<file path="src/rtl/array_1_pkg.sv">
// array_1_pkg: shared widths, depths and request-kind encoding for the array_1 front end.
package array_1_pkg;
   localparam int ADDR_W    = 7;
   localparam int DATA_W    = 128;
   localparam int MASK_W    = 4;
   localparam int MASK_GRAN = DATA_W / MASK_W;
   localparam int RSP_DEPTH = 2;
   typedef enum logic [1:0] {IDLE, WRITE, READ} req_kind_e;
endpackage

</file>
<file path="src/rtl/array_1_rsp_buf.sv">
// array_1_rsp_buf: DEPTH-entry in-order response FIFO; entry 0 is the output register.
//   clock, reset           clock and async active-high reset
//   push, push_data        unconditional capture of array read data
//   rsp_ready              downstream ready
//   rsp_valid, rsp_data    head of FIFO
//   pop, occ               pop this cycle and current occupancy
module array_1_rsp_buf #(
   parameter int DATA_W = 128,
   parameter int DEPTH  = 2
) (
   input  logic                         clock,
   input  logic                         reset,
   input  logic                         push,
   input  logic [DATA_W-1:0]            push_data,
   input  logic                         rsp_ready,
   output logic                         rsp_valid,
   output logic [DATA_W-1:0]            rsp_data,
   output logic                         pop,
   output logic [$clog2(DEPTH+1)-1:0]   occ
);
   localparam int CW = $clog2(DEPTH + 1);
   logic [DATA_W-1:0] mem_q [DEPTH];
   logic [DATA_W-1:0] mem_d [DEPTH];
   logic [CW-1:0]     occ_q, occ_d, widx;
   // Shift-down FIFO: the head always sits in mem_q[0], so rsp_data is a flop output.
   always_comb begin
      pop   = (occ_q != '0) && rsp_ready;
      widx  = pop ? occ_q - CW'(1) : occ_q;
      occ_d = occ_q + CW'(push) - CW'(pop);
      for (int i = 0; i < DEPTH; i++) begin
         mem_d[i] = (pop && i < DEPTH - 1) ? mem_q[(i + 1) % DEPTH] : mem_q[i];
         if (push && widx == CW'(i)) mem_d[i] = push_data;
      end
   end
   always_ff @(posedge clock or posedge reset) begin
      if (reset) begin
         occ_q <= '0;
         for (int i = 0; i < DEPTH; i++) mem_q[i] <= '0;
      end else begin
         occ_q <= occ_d;
         for (int i = 0; i < DEPTH; i++) mem_q[i] <= mem_d[i];
      end
   end
   assign rsp_valid = occ_q != '0;
   assign rsp_data  = mem_q[0];
   assign occ       = occ_q;
endmodule

</file>
<file path="src/rtl/array_1_ctrl.sv">
// array_1_ctrl: arbitrates write/read request streams onto the single RW port of array_1_ext.
//   clock, reset                          clock and async active-high reset
//   wr_valid/wr_ready, wr_addr/mask/data  write request stream
//   rd_valid/rd_ready, rd_addr            read request stream
//   rsp_valid/rsp_ready, rsp_data         read response stream (in issue order)
//   RW0_en/wmode/addr/wmask/wdata/rdata   array port, rdata valid the cycle after a read
//   ARRAY_1_CTRL_RR_ARB_EN                defined: round-robin arbitration, else fixed write priority
module array_1_ctrl #(
   parameter int ADDR_W    = array_1_pkg::ADDR_W,
   parameter int DATA_W    = array_1_pkg::DATA_W,
   parameter int MASK_W    = array_1_pkg::MASK_W,
   parameter int RSP_DEPTH = array_1_pkg::RSP_DEPTH
) (
   input  logic              clock,
   input  logic              reset,
   input  logic              wr_valid,
   output logic              wr_ready,
   input  logic [ADDR_W-1:0] wr_addr,
   input  logic [MASK_W-1:0] wr_mask,
   input  logic [DATA_W-1:0] wr_data,
   input  logic              rd_valid,
   output logic              rd_ready,
   input  logic [ADDR_W-1:0] rd_addr,
   output logic              rsp_valid,
   input  logic              rsp_ready,
   output logic [DATA_W-1:0] rsp_data,
   output logic              RW0_en,
   output logic              RW0_wmode,
   output logic [ADDR_W-1:0] RW0_addr,
   output logic [MASK_W-1:0] RW0_wmask,
   output logic [DATA_W-1:0] RW0_wdata,
   input  logic [DATA_W-1:0] RW0_rdata
);
   import array_1_pkg::*;
   localparam int CW = $clog2(RSP_DEPTH + 1);
   localparam int OW = $clog2(RSP_DEPTH + 2);
   logic          infl_q, infl_d;
   logic [CW-1:0] occ;
   logic [OW-1:0] outstanding;
   logic          pop, rd_elig;
   req_kind_e     gnt;
   // A read may issue into a full credit pool only if a slot frees this same cycle.
   assign outstanding = OW'(occ) + OW'(infl_q);
   assign rd_elig     = (outstanding < OW'(RSP_DEPTH)) || (outstanding == OW'(RSP_DEPTH) && pop);
`ifdef ARRAY_1_CTRL_RR_ARB_EN
   req_kind_e last_q, last_d;
   logic      rd_turn;
   always_comb begin
      rd_turn  = last_q == WRITE;
      wr_ready = !reset && !(rd_valid && rd_elig && rd_turn);
      rd_ready = !reset && rd_elig && !(wr_valid && !rd_turn);
      last_d   = (gnt == IDLE) ? last_q : gnt;
   end
   always_ff @(posedge clock or posedge reset) begin
      if (reset) last_q <= WRITE;
      else last_q <= last_d;
   end
`else
   assign wr_ready = !reset;
   assign rd_ready = !reset && rd_elig && !wr_valid;
`endif
   always_comb begin
      gnt       = (wr_valid && wr_ready) ? WRITE : (rd_valid && rd_ready) ? READ : IDLE;
      RW0_en    = (gnt == WRITE && wr_mask != '0) || gnt == READ;
      RW0_wmode = gnt == WRITE;
      RW0_addr  = (gnt == WRITE) ? wr_addr : rd_addr;
      RW0_wmask = (gnt == WRITE) ? wr_mask : '0;
      RW0_wdata = wr_data;
      infl_d    = gnt == READ;
   end
   always_ff @(posedge clock or posedge reset) begin
      if (reset) infl_q <= 1'b0;
      else infl_q <= infl_d;
   end
   array_1_rsp_buf #(.DATA_W(DATA_W), .DEPTH(RSP_DEPTH)) u_rsp_buf (
      .clock     (clock),
      .reset     (reset),
      .push      (infl_q),
      .push_data (RW0_rdata),
      .rsp_ready (rsp_ready),
      .rsp_valid (rsp_valid),
      .rsp_data  (rsp_data),
      .pop       (pop),
      .occ       (occ)
   );
endmodule

</file>
<file path="config.mk">
export PLATFORM = sky130hd
export DESIGN_NAME = array_1_ctrl
export DESIGN_NICKNAME = d
export VERILOG_FILES = /design/src/rtl/array_1_pkg.sv /design/src/rtl/array_1_rsp_buf.sv /design/src/rtl/array_1_ctrl.sv
export SDC_FILE = /design/constraint.sdc
export NUM_CORES = 1
export LEC_CHECK = 0
export ABC_CLOCK_PERIOD_IN_PS = 14510
export CORE_AREA = 2 2 212 214
export CTS_CLUSTER_DIAMETER = 40
export CTS_CLUSTER_SIZE = 24
export DETAILED_ROUTE_END_ITERATION = 10
export DIE_AREA = 0 0 214 216
export DONT_BUFFER_PORTS = 1
export HOLD_SLACK_MARGIN = 0.06
export PLACE_DENSITY = 0.54
export SYNTH_ARGS = -nofsm -noshare
export SYNTH_HDL_FRONTEND = slang
export SYNTH_SLANG_ARGS = --single-unit
</file>
<file path="constraint.sdc">
create_clock -name clock -period 14.51 [get_ports clock]
set_input_delay 2.902 -clock clock [delete_from_list [all_inputs] [get_ports clock]]
set_output_delay 2.902 -clock clock [all_outputs]
set_load 0.01 [all_outputs]
</file>
Word-level counts from Yosys, hierarchy flattened
Cells that the tools add are included.
Widths: inputs -> output; s select.

word-level totals
  register bits = 259
  input bits = 279
  output and inout port bits = 272
  logic and storage cells = 36

operators by class
  add/subtract/negate cells = 3
  $lt $le $gt $ge = 1
  eq/ne operators = 4
  mux-type cells = 7
  reductions and logical operators = 17

operators by type and width
  kind                 number
  $mux 128             2
  $logic_and 1x1->1    9
  $mux 7               1
  $mux 2               3
  $eq 2x1->1 const B   2
  $eq 2x2->1 const B   2
  $mux 4               1
  $reduce_bool 2->1    2
  $reduce_bool 4->1    1
  $add 2x1->2          1
  $logic_not 1->1      2
  $logic_not 2->1      1
  $logic_or 1x1->1     2
  $lt 2x2->1 const B   1
  $sub 2x1->2          1
  $sub 2x1->2 const B  1

Longest topological paths before layout
Gate-level depths: netlist of the first run.

  depth after elaboration = 12
  depth in mapped cells = 9
  gate-level depth less buffers = 7

By module
From an unflattened synthesis of the first run, not the netlist that was laid out.

unflattened totals
  cells, all modules = 983
  area, all modules = 14383.8 um^2

modules (own cells, without submodules)
  module           times used  cells each  area an instance (um^2)  sequential area each (um^2)
  array_1_rsp_buf  1           830         13190.2                  6456.2
  array_1_ctrl     1           153         1193.6                   25.0

Worst setup path before layout of the first run
Ideal clock, no wire load.

  kind = in2out
  from = in reset
  to = out wr_ready
  arrival = 8273 ps
  data required time = 11608 ps
  setup slack = 3335 ps
  cell stages on the path = 1
  path buffers = 0
  cell sequence = inv_1

on the way
  word-level cells in the longest chain between the ends = 1

ends and longest elaborated chain
  item                       line                text
  from (decl)                array_1_ctrl.sv:15  input logic reset,
  $logic_not 1->1 (no line)  -
  to (decl)                  array_1_ctrl.sv:17  output logic wr_ready,

Every way passes these cells.

Worst setup path in the final report of the first run
  from = in rsp_ready
  to = out rd_ready

on the way
  word-level cells in the longest chain between the ends = 5

ends and longest elaborated chain
  item                             line                   text
  from (decl)                      array_1_ctrl.sv:25     input logic rsp_ready,
  $logic_and 1x1->1                array_1_rsp_buf.sv:27  pop = (occ_q != '0) && rsp_ready;
  $logic_and 1x1->1                array_1_ctrl.sv:44     assign rd_elig = (outstanding < OW'(RSP_DEPTH)) || (outstanding == OW'(RSP_DEPTH) && pop);
  $logic_or 1x1->1                 array_1_ctrl.sv:44
  $logic_and 1x1->1 (2 in series)  array_1_ctrl.sv:60     assign rd_ready = !reset && rd_elig && !wr_valid;
  to (decl)                        array_1_ctrl.sv:22     output logic rd_ready,

Every way passes these cells.

==> results of run 1 <==
## Yosys cell counts (2+ instances only)
| master | n |
|---|---|
| o21ai_2 | 2 |
| clkbuf_1 | 24 |
| buf_1 | 4 |
| nor3_1 | 2 |
| ha_1 | 3 |
| mux2_1 | 20 |
| xor2_1 | 2 |
| inv_1 | 6 |
| nand2_1 | 384 |
| buf_6 | 6 |
| buf_4 | 256 |
| dfrtp_1 | 259 |
| and3_4 | 2 |
| mux2_2 | 43 |
| mux2_4 | 200 |
| and2_1 | 5 |
| buf_12 | 22 |
## cells by family (layout without fill, tap and decap cells)
family / after synthesis / after routing / share of synthesized area, %
and+or+nand+nor: 397 / 397 / 10.7
DFF: 259 / 259 / 45.0
buffers and inverters: 320 / 117 / 17.8
adders and majority gates: 3 / 3 / 0.261
AOI/OAI and AO/OA: 5 / 5 / 0.252
xor gates and xnor gates: 2 / 2 / 0.122
other: 0 / 4 / 0
muxes: 263 / 263 / 25.8
## worst reg2reg max path, cell delays in order (launching register included)
cell and delay (ns):
dfrtp_1 0.38, inv_1 0.09, ha_1 0.27, nand2b_4 0.39, inv_4 0.74, nor3_1 0.21
o21ai_4 0.17, buf_4 0.74, buf_4 0.88, mux2_4 0.45
## power breakdown
| part | internal [mW] | switching (mW) |
|---|---|---|
| Sequential | 1.05 | 0.288 |
| Clock | 0.796 | 0.422 |
| Combinational | 0.534 | 0.331 |
## per-stage QoR
step                      std cells  util [%]
final                          1642      33.1
after global routing           1640      33.1
after CTS                      1638      33.1
after detailed placement       1541      29.0
after global placement         1541      29.0
after floorplan                1249         -
## sequential cells by signal, summed over array words and instances (netlist names)
signal and cells:
infl_q 1, u_rsp_buf.occ 2, u_rsp_buf.mem_q 128, u_rsp_buf.rsp_data 128
## area by class of cell
type	count	area [um^2]	share of cell area (%)
sequential	259	6480	44.6
timing repair buffer	13	97.6	0.672
inverter	7	36.3	0.250
multi-input combinational	670	5360	36.9
clock inverter	29	362	2.49
tap	592	741	5.10
antenna	4	10.0	0.0689
clock buffer	68	1440	9.92
## worst min path at each step
stage | startpoint | end | slack (ns) | cells past startpoint
3_3_place_gp | u_rsp_buf.mem_q[2] | u_rsp_buf.mem_q[2] | 0.47 | 1
6_report | u_rsp_buf.mem_q[9] | u_rsp_buf.mem_q[9] | 0.49 | 1
4_1_cts | u_rsp_buf.mem_q[4] | u_rsp_buf.mem_q[4] | 0.49 | 1
5_1_grt | u_rsp_buf.mem_q[9] | u_rsp_buf.mem_q[9] | 0.50 | 1
3_5_place_dp | u_rsp_buf.mem_q[15] | u_rsp_buf.mem_q[15] | 0.48 | 1
2_1_floorplan | u_rsp_buf.mem_q[0] | u_rsp_buf.mem_q[0] | 0.46 | 1
## routing by layer
metal | part of all wire, % | GRT usage, % | up-vias | wire length [um]
li1 | - | - | 3295 | -
met1 | 39 | 15.0 | 3667 | 12400
met2 | 46 | 21.6 | 339 | 14800
met3 | 11 | 6.77 | 97 | 3580
met4 | 3.8 | 7.04 | 2 | 1220
met5 | 0.041 | 0.625 | - | 13
==> flow_metrics.tcl, run 1 <==
set metrics [dict create \
    outcome "finished clean" \
    fin_crit_ns 6.96 \
    clk_latency_ns 0.58 \
    r2r_end "u_rsp_buf.rsp_data[31]" \
    fillerInstances 4350 \
    grtUsageTotal_pct 13.6 \
    vdd.ir_drop.worst_mv 0.109 \
    first_pass_iters 4 \
    synth-main-ff-cell "dfrtp_1" \
    cts_hold_buf 0 \
    syn_inst 1249 \
    stdcell_area_um2 14500 \
    grt_pass1_vias 7955 \
    slowest_delay_ns 0.46 \
    io_buffers 0 \
    fin_ws_ns 7.55 \
    cts_root_buf "clkbuf_16" \
    clock-sinks 259 \
    start_kind "primary input" \
    setup_tns_ns 0 \
    start_util_pct 32.8 \
    rows 77 \
    finalSetupViolCount 0 \
    via_per_inst 4.51 \
    rr_worst_depth 9 \
    dr_total_vias 7400 \
    clk_pin_slew_worst_paths_ns 0.05 \
    hold_class "flip-flop to flip-flop" \
    final_common_cell "nand2_1" \
    core_um2 43800 \
    rsz0062_at_grt "false" \
    endpoint "rd_ready" \
    htreeDepth 2 \
    io_pins 551 \
    skew_ns 0.0230 \
    fmax_ghz 0.144 \
    placed_area_um2 12700 \
    end_kind "output pin" \
    cts_tree "done" \
    finalCritPeriodShare_pct 48.0 \
    drt_wl_total_um 32000 \
    most-common-layout-cells "nand2_1 (384), dfrtp_1 (259), mux2_4 (200)" \
    drt_iter0_markers 459 \
    syn-cell-area_um2 14400 \
    ys_seq_elements 259 \
    slew_headroom_pct 30.3 \
    syn_avg_cell_area_um2 11.5 \
    startpoint "rsp_ready" \
    routabilityCongestion 0.752 \
    die_width_um 214 \
    antenna_found_initial 6 \
    wl_per_cell_um 19.5 \
    drtAntennaViolNets 0 \
    finalHoldViolations 0 \
    synth_edf_count 0 \
    synthArstFlopShare_pct 100 \
    timing.hold.ws_ns 0.487 \
    maxCapViolCount 0 \
    worst-r2r-setup-slack_ns 10.07 \
    critical_path.cell_chain "nand2b_4 -> o21ai_0 -> nor3b_1" \
    path_class "primary input to output pin" \
    synthTopCellsByArea "dfrtp_1 (45%), mux2_4 (21%), buf_4 (13%), nand2_1 (10%), mux2_2 (3.4%)" \
    yosysWarnings 0 \
    place_ws_ns 7.61 \
    reg2reg_from "u_rsp_buf.occ[0]" \
    power-per-cell-area_nw_per_um2 236 \
    post_cts_buffers 0 \
    finalPower_mw 3.42 \
    area_delta_synth_final_pct 0.948 \
    die_h_um 216 \
    synthDistinctLibCells 26 \
    clockBufferDepth 3 \
    die_area_um2 46200 \
    crit_fanout 32 \
    numCtsBuffers 52 \
    slew_viol_final 0 \
    p_leak_nw 7.65 \
    path_delay_family "simple AND/OR/NAND/NOR gates" \
    grt_pass1_wl_um 48900 \
    grt_max_degree 82 \
    arrival_ns 4.06 \
    fin_nets 1285 \
    ys_seq_area_share_pct 45.0 \
    critPathBufInv 0 \
    yosysTopAreaCellShare_pct 45.0 \
    gr-total-overflow 0 \
    hpwlAfterDp_um 20500 \
    worst_pin_slew_ns 1.05 \
    cp_data_required_time_ns 11.61 \
    syn_nets 1531 \
    final_layout_size_suffix_gt1_share_pct 33.7 \
    ctsResizeCount 0 \
    slowest_stage "nor3b_1" \
    cp_num_cells 3 \
    route.detailed.drc 0 \
    synth_top_area_cell "dfrtp_1" \
]
Note: power is estimated with default switching activity, not from simulation.
==> inputs of run 2 (changes only) <==
--- a/config.mk
+++ b/config.mk
@@ -5,7 +5,7 @@
 export SDC_FILE = /design/constraint.sdc
 export NUM_CORES = 1
 export LEC_CHECK = 0
-export ABC_CLOCK_PERIOD_IN_PS = 14510
+export ABC_CLOCK_PERIOD_IN_PS = 6600
 export CORE_AREA = 2 2 212 214
 export CTS_CLUSTER_DIAMETER = 40
 export CTS_CLUSTER_SIZE = 24
==> constraint.sdc (replaced) <==
create_clock -name clock -period 6.6 [get_ports clock]
set_input_delay 1.32 -clock clock [delete_from_list [all_inputs] [get_ports clock]]
set_output_delay 1.32 -clock clock [all_outputs]
set_load 0.01 [all_outputs]
==> flow_metrics.tcl, run 2 (same netlist as run 1, synthesis figures left out) <==
set metrics [dict create \
    crit_fanout 35 \
    setup_tns_ns 0 \
    vdd.ir_drop.worst_mv 0.274 \
    start_kind "flip-flop" \
    drt_wl_total_um 32000 \
    die_width_um 214 \
    slowest_stage "o21ai_0" \
    final_common_cell "nand2_1" \
    power-per-cell-area_nw_per_um2 511 \
    finalPower_mw 7.42 \
    cp_data_required_time_ns 5.28 \
    antenna_found_initial 1 \
    clockBufferDepth 3 \
    grtUsageTotal_pct 13.8 \
    hpwlAfterDp_um 20400 \
    area_delta_synth_final_pct 0.887 \
    io_pins 551 \
    grt_max_degree 105 \
    clk_latency_ns 0.56 \
    fin_ws_ns 2.60 \
    worst-r2r-setup-slack_ns 3.12 \
    final_layout_size_suffix_gt1_share_pct 34.0 \
    end_kind "output pin" \
    fin_nets 1286 \
    rows 77 \
    finalHoldViolations 0 \
    finalSetupViolCount 0 \
    io_buffers 0 \
    use_met1_pct 15.3 \
    htreeDepth 2 \
    slew_headroom_pct 28.6 \
    worst_pin_slew_ns 1.07 \
    use_met2_pct 22.2 \
    slowest_delay_ns 0.52 \
    globalRouteMet3Util_pct 7.30 \
    cts_tree "done" \
    die_area_um2 46200 \
    clk_pin_slew_worst_paths_ns 0.05 \
    slew_viol_final 0 \
    utilization_pct 33.1 \
    worstHoldPathCells 1 \
    place_ws_ns 2.56 \
    clock-sinks 259 \
    hold_class "flip-flop to flip-flop" \
    core_um2 43800 \
    outcome "finished clean" \
    grt-busiest-layer "met2" \
    grt_pass1_wl_um 49900 \
    rr_worst_depth 8 \
    placed_area_um2 12800 \
    routabilityCongestion 0.727 \
    dr_total_vias 7332 \
    post_cts_buffers 0 \
    fin_crit_ns 4.00 \
    gr-total-overflow 0 \
    wl_per_cell_um 19.5 \
    drt_iter0_markers 305 \
    arrival_ns 2.68 \
    grt_pass1_vias 8255 \
    numCtsBuffers 51 \
    skew_ns 0.0222 \
    ctsResizeCount 0 \
    cts_root_buf "clkbuf_16" \
    p_leak_nw 7.64 \
    most-common-layout-cells "nand2_1 (384), dfrtp_1 (259), mux2_4 (200)" \
    fmax_ghz 0.250 \
    via_per_inst 4.48 \
    die_h_um 216 \
    rsz0062_at_grt "false" \
    maxCapViolCount 0 \
    route.detailed.drc 0 \
    path_class "flip-flop to output pin" \
    fillerInstances 4338 \
    stdcell_area_um2 14500 \
    critical_path.cell_chain "inv_1 -> ha_1 -> nand2b_4 -> o21ai_0 -> nor3b_1" \
    start_util_pct 32.8 \
    drtAntennaViolNets 0 \
    cts_hold_buf 0 \
    first_pass_iters 6 \
    finalCritPeriodShare_pct 60.6 \
]
run 2: per-layer routing:
layer	part of all wire [%]	vias to the layer above
li1	-	3290
met1	39	3611
met2	47	330
met3	11	99
met4	3.3	2
met5	0.10	-
run 2: through the flow:
step                      std cells  hold slack [ns]
after floorplan                1249            0.464
after global placement         1543            0.473
after detailed placement       1543            0.481
after CTS                      1636            0.493
after global routing           1636            0.504
final                          1638            0.489
run 2: cell type report:
cell class                      instances  area (um^2)  area share (%)
Antenna cell                            2         5.00          0.0345
Clock buffer                           64         1440            9.89
Clock inverter                         29          289            1.99
Inverter                                7         32.5           0.224
Multi-Input combinational cell        670         5360            36.9
Sequential cell                       259         6480            44.6
Tap cell                              592          741            5.10
Timing Repair Buffer                   15          175            1.21
run 2: worst max-delay path: cells and delay by family (launching register included):
kind	cells	cell delay [ns]
AND/OR/NAND/NOR	2	0.86
AO/OA/AOI/OAI	1	0.52
flip-flops	1	0.40
adder cells (fa/ha/maj)	1	0.24
buffers and inverters	1	0.10
run 2: path summary, 6_finish.rpt:
check	from	endpoint
worst max-delay path	u_rsp_buf.occ[0]	rd_ready
worst min-delay path	u_rsp_buf.mem_q[1]	u_rsp_buf.mem_q[1]
worst max register to register	u_rsp_buf.occ[0]	u_rsp_buf.rsp_data[87]
worst min register to register	u_rsp_buf.mem_q[1]	u_rsp_buf.mem_q[1]
max in group asynchronous	reset	u_rsp_buf.mem_q[35]
min in group asynchronous	reset	u_rsp_buf.rsp_data[75]
run 2: power breakdown:
group,internal (mW),switching [mW]
clock,1.66,0.897
combinational,1.18,0.735
sequential,2.31,0.637
total,5.15,2.27
==> inputs of run 3 (changes only) <==
--- a/config.mk
+++ b/config.mk
@@ -5,7 +5,7 @@
 export SDC_FILE = /design/constraint.sdc
 export NUM_CORES = 1
 export LEC_CHECK = 0
-export ABC_CLOCK_PERIOD_IN_PS = 6600
+export ABC_CLOCK_PERIOD_IN_PS = 4019
 export CORE_AREA = 2 2 212 214
 export CTS_CLUSTER_DIAMETER = 40
 export CTS_CLUSTER_SIZE = 24
==> constraint.sdc (replaced) <==
create_clock -name clock -period 4.02 [get_ports clock]
set_input_delay 0.804 -clock clock [delete_from_list [all_inputs] [get_ports clock]]
set_output_delay 0.804 -clock clock [all_outputs]
set_load 0.01 [all_outputs]
==> flow_metrics.tcl, run 3 (same netlist as run 1, synthesis figures left out) <==
set metrics [dict create \
    crit_fanout 4 \
    grtUsageTotal_pct 13.3 \
    top_layer "met5" \
    drt_iter0_markers 436 \
    multi_input_area_um2 5360 \
    grt_max_degree 157 \
    wl_met1_um 12200 \
    hpwlAfterDp_um 20000 \
    end_kind "output pin" \
    rows 77 \
    fillerInstances 4291 \
    via_per_inst 4.52 \
    slew_headroom_pct 28.3 \
    final_layout_size_suffix_gt1_share_pct 34.0 \
    power.switching_mw 3.72 \
    setup_tns_ns 0 \
    swShare_pct 29.9 \
    io_buffers 0 \
    finalHoldViolations 0 \
    p_leak_nw 7.70 \
    drt_wl_total_um 31100 \
    grt_pass1_vias 8010 \
    worst_pin_slew_ns 1.08 \
    cp_data_required_time_ns 3.22 \
    rsz0062_at_grt "false" \
    finalPower_mw 12.4 \
    skew_ns 0.0135 \
    numCtsBuffers 52 \
    die_width_um 214 \
    placed_area_um2 12800 \
    htreeDepth 2 \
    place_ws_ns 1.16 \
    drtAntennaViolNets 0 \
    pwr-share-clk_pct 36.0 \
    clock-sinks 259 \
    io_pins 551 \
    outcome "finished clean" \
    stdcell_area_um2 14600 \
    cts_hold_buf 0 \
    intPower_mw 8.73 \
    die_area_um2 46200 \
    start_kind "flip-flop" \
    antenna_found_initial 0 \
    regArea_um2 6480 \
    fin_crit_ns 3.05 \
    fin_ws_ns 0.968 \
    fin_nets 1289 \
    finalSetupViolCount 0 \
    timing.hold.ws_ns 0.342 \
    utilization_pct 33.4 \
    fmax_ghz 0.328 \
    startpoint "u_rsp_buf.occ[0]" \
    clockBufferDepth 3 \
    route.detailed.drc 0 \
    clk_pin_slew_worst_paths_ns 0.05 \
    final_common_cell "nand2_1" \
    most-common-layout-cells "nand2_1 (384), dfrtp_1 (259), mux2_4 (200)" \
    arrival_ns 2.25 \
    routabilityCongestion 0.725 \
    layout.cells.non_filler 1640 \
    grt_pass1_wl_um 48500 \
    path_class "flip-flop to output pin" \
    cts_root_buf "clkbuf_16" \
    vdd.ir_drop.worst_mv 0.611 \
    hold_class "primary input to async pin" \
    place_inst 1545 \
    start_util_pct 32.8 \
    gr-total-overflow 0 \
    maxCapViolCount 0 \
    dr_total_vias 7408 \
    cts_tree "done" \
    area_delta_synth_final_pct 1.70 \
    die_h_um 216 \
    clk_latency_ns 0.56 \
    post_cts_buffers 0 \
    finalCritPeriodShare_pct 75.9 \
    ctsResizeCount 0 \
    wl_per_cell_um 18.9 \
    slew_viol_final 0 \
    first_pass_iters 5 \
    wl_met2_um 14500 \
    combPwrFrac_pct 25.2 \
    met3_length_um 3090 \
    core_um2 43800 \
    num_antenna_cells 0 \
    power-per-cell-area_nw_per_um2 850 \
    p_seq_share_pct 38.8 \
    reg2reg_from "u_rsp_buf.occ[0]" \
]
==> run 3: changes by cell type in the layout (fill, tap and decap cells not counted) <==
cell        delta
clkinv_4       -1
buf_4          +2
inv_6          +5
clkbuf_1       +3
bufinv_16      +4
clkinvlp_4     -4
diode_2        -2
clkbuf_16      +2
clkinv_2       -2
clkbuf_8       -5
==> run 3: layer usage <==
layer	up-vias	GRT usage, %
li1	3311	-
met1	3670	15.2
met2	319	21.3
met3	106	5.81
met4	2	6.55
met5	-	0.521
==> run 3: path summary, 6_finish.rpt <==
kind,cells after the start,slack (ns),endpoint
worst max-delay path,5,0.97,rd_ready
worst min-delay path,2,0.34,u_rsp_buf.rsp_data[79]
worst max register to register,8,1.18,u_rsp_buf.rsp_data[113]
worst min register to register,1,0.49,u_rsp_buf.mem_q[10]
max in group asynchronous,2,2.74,u_rsp_buf.rsp_data[16]
min in group clock,1,0.36,u_rsp_buf.mem_q[2]
==> run 3: critical path, stage by stage (launching register included) <==
cell	delay, ns
dfrtp_1	0.38
inv_1	0.08
ha_1	0.24
nand2b_4	0.17
o21ai_0	0.35
nor3b_1	0.45
==> run 3: final cells by class <==
class	instances	share of cell area (%)
clock buffer	64	9.76
clock inverter	31	2.76
inverter	7	0.222
multi-input combinational	670	36.6
sequential	259	44.3
tap	592	5.06
timing repair buffer	17	1.30
==> run 3: power by group through the flow <==
stage / logic [mW] / clock network (mW) / registers, mW
floorplan: 3.92 / 0 / 4.28
global placement: 3.07 / 0 / 4.84
detailed placement: 3.17 / 0 / 4.87
CTS: 3.19 / 4.61 / 4.85
global route: 3.48 / 4.75 / 4.98
finish: 3.13 / 4.48 / 4.83
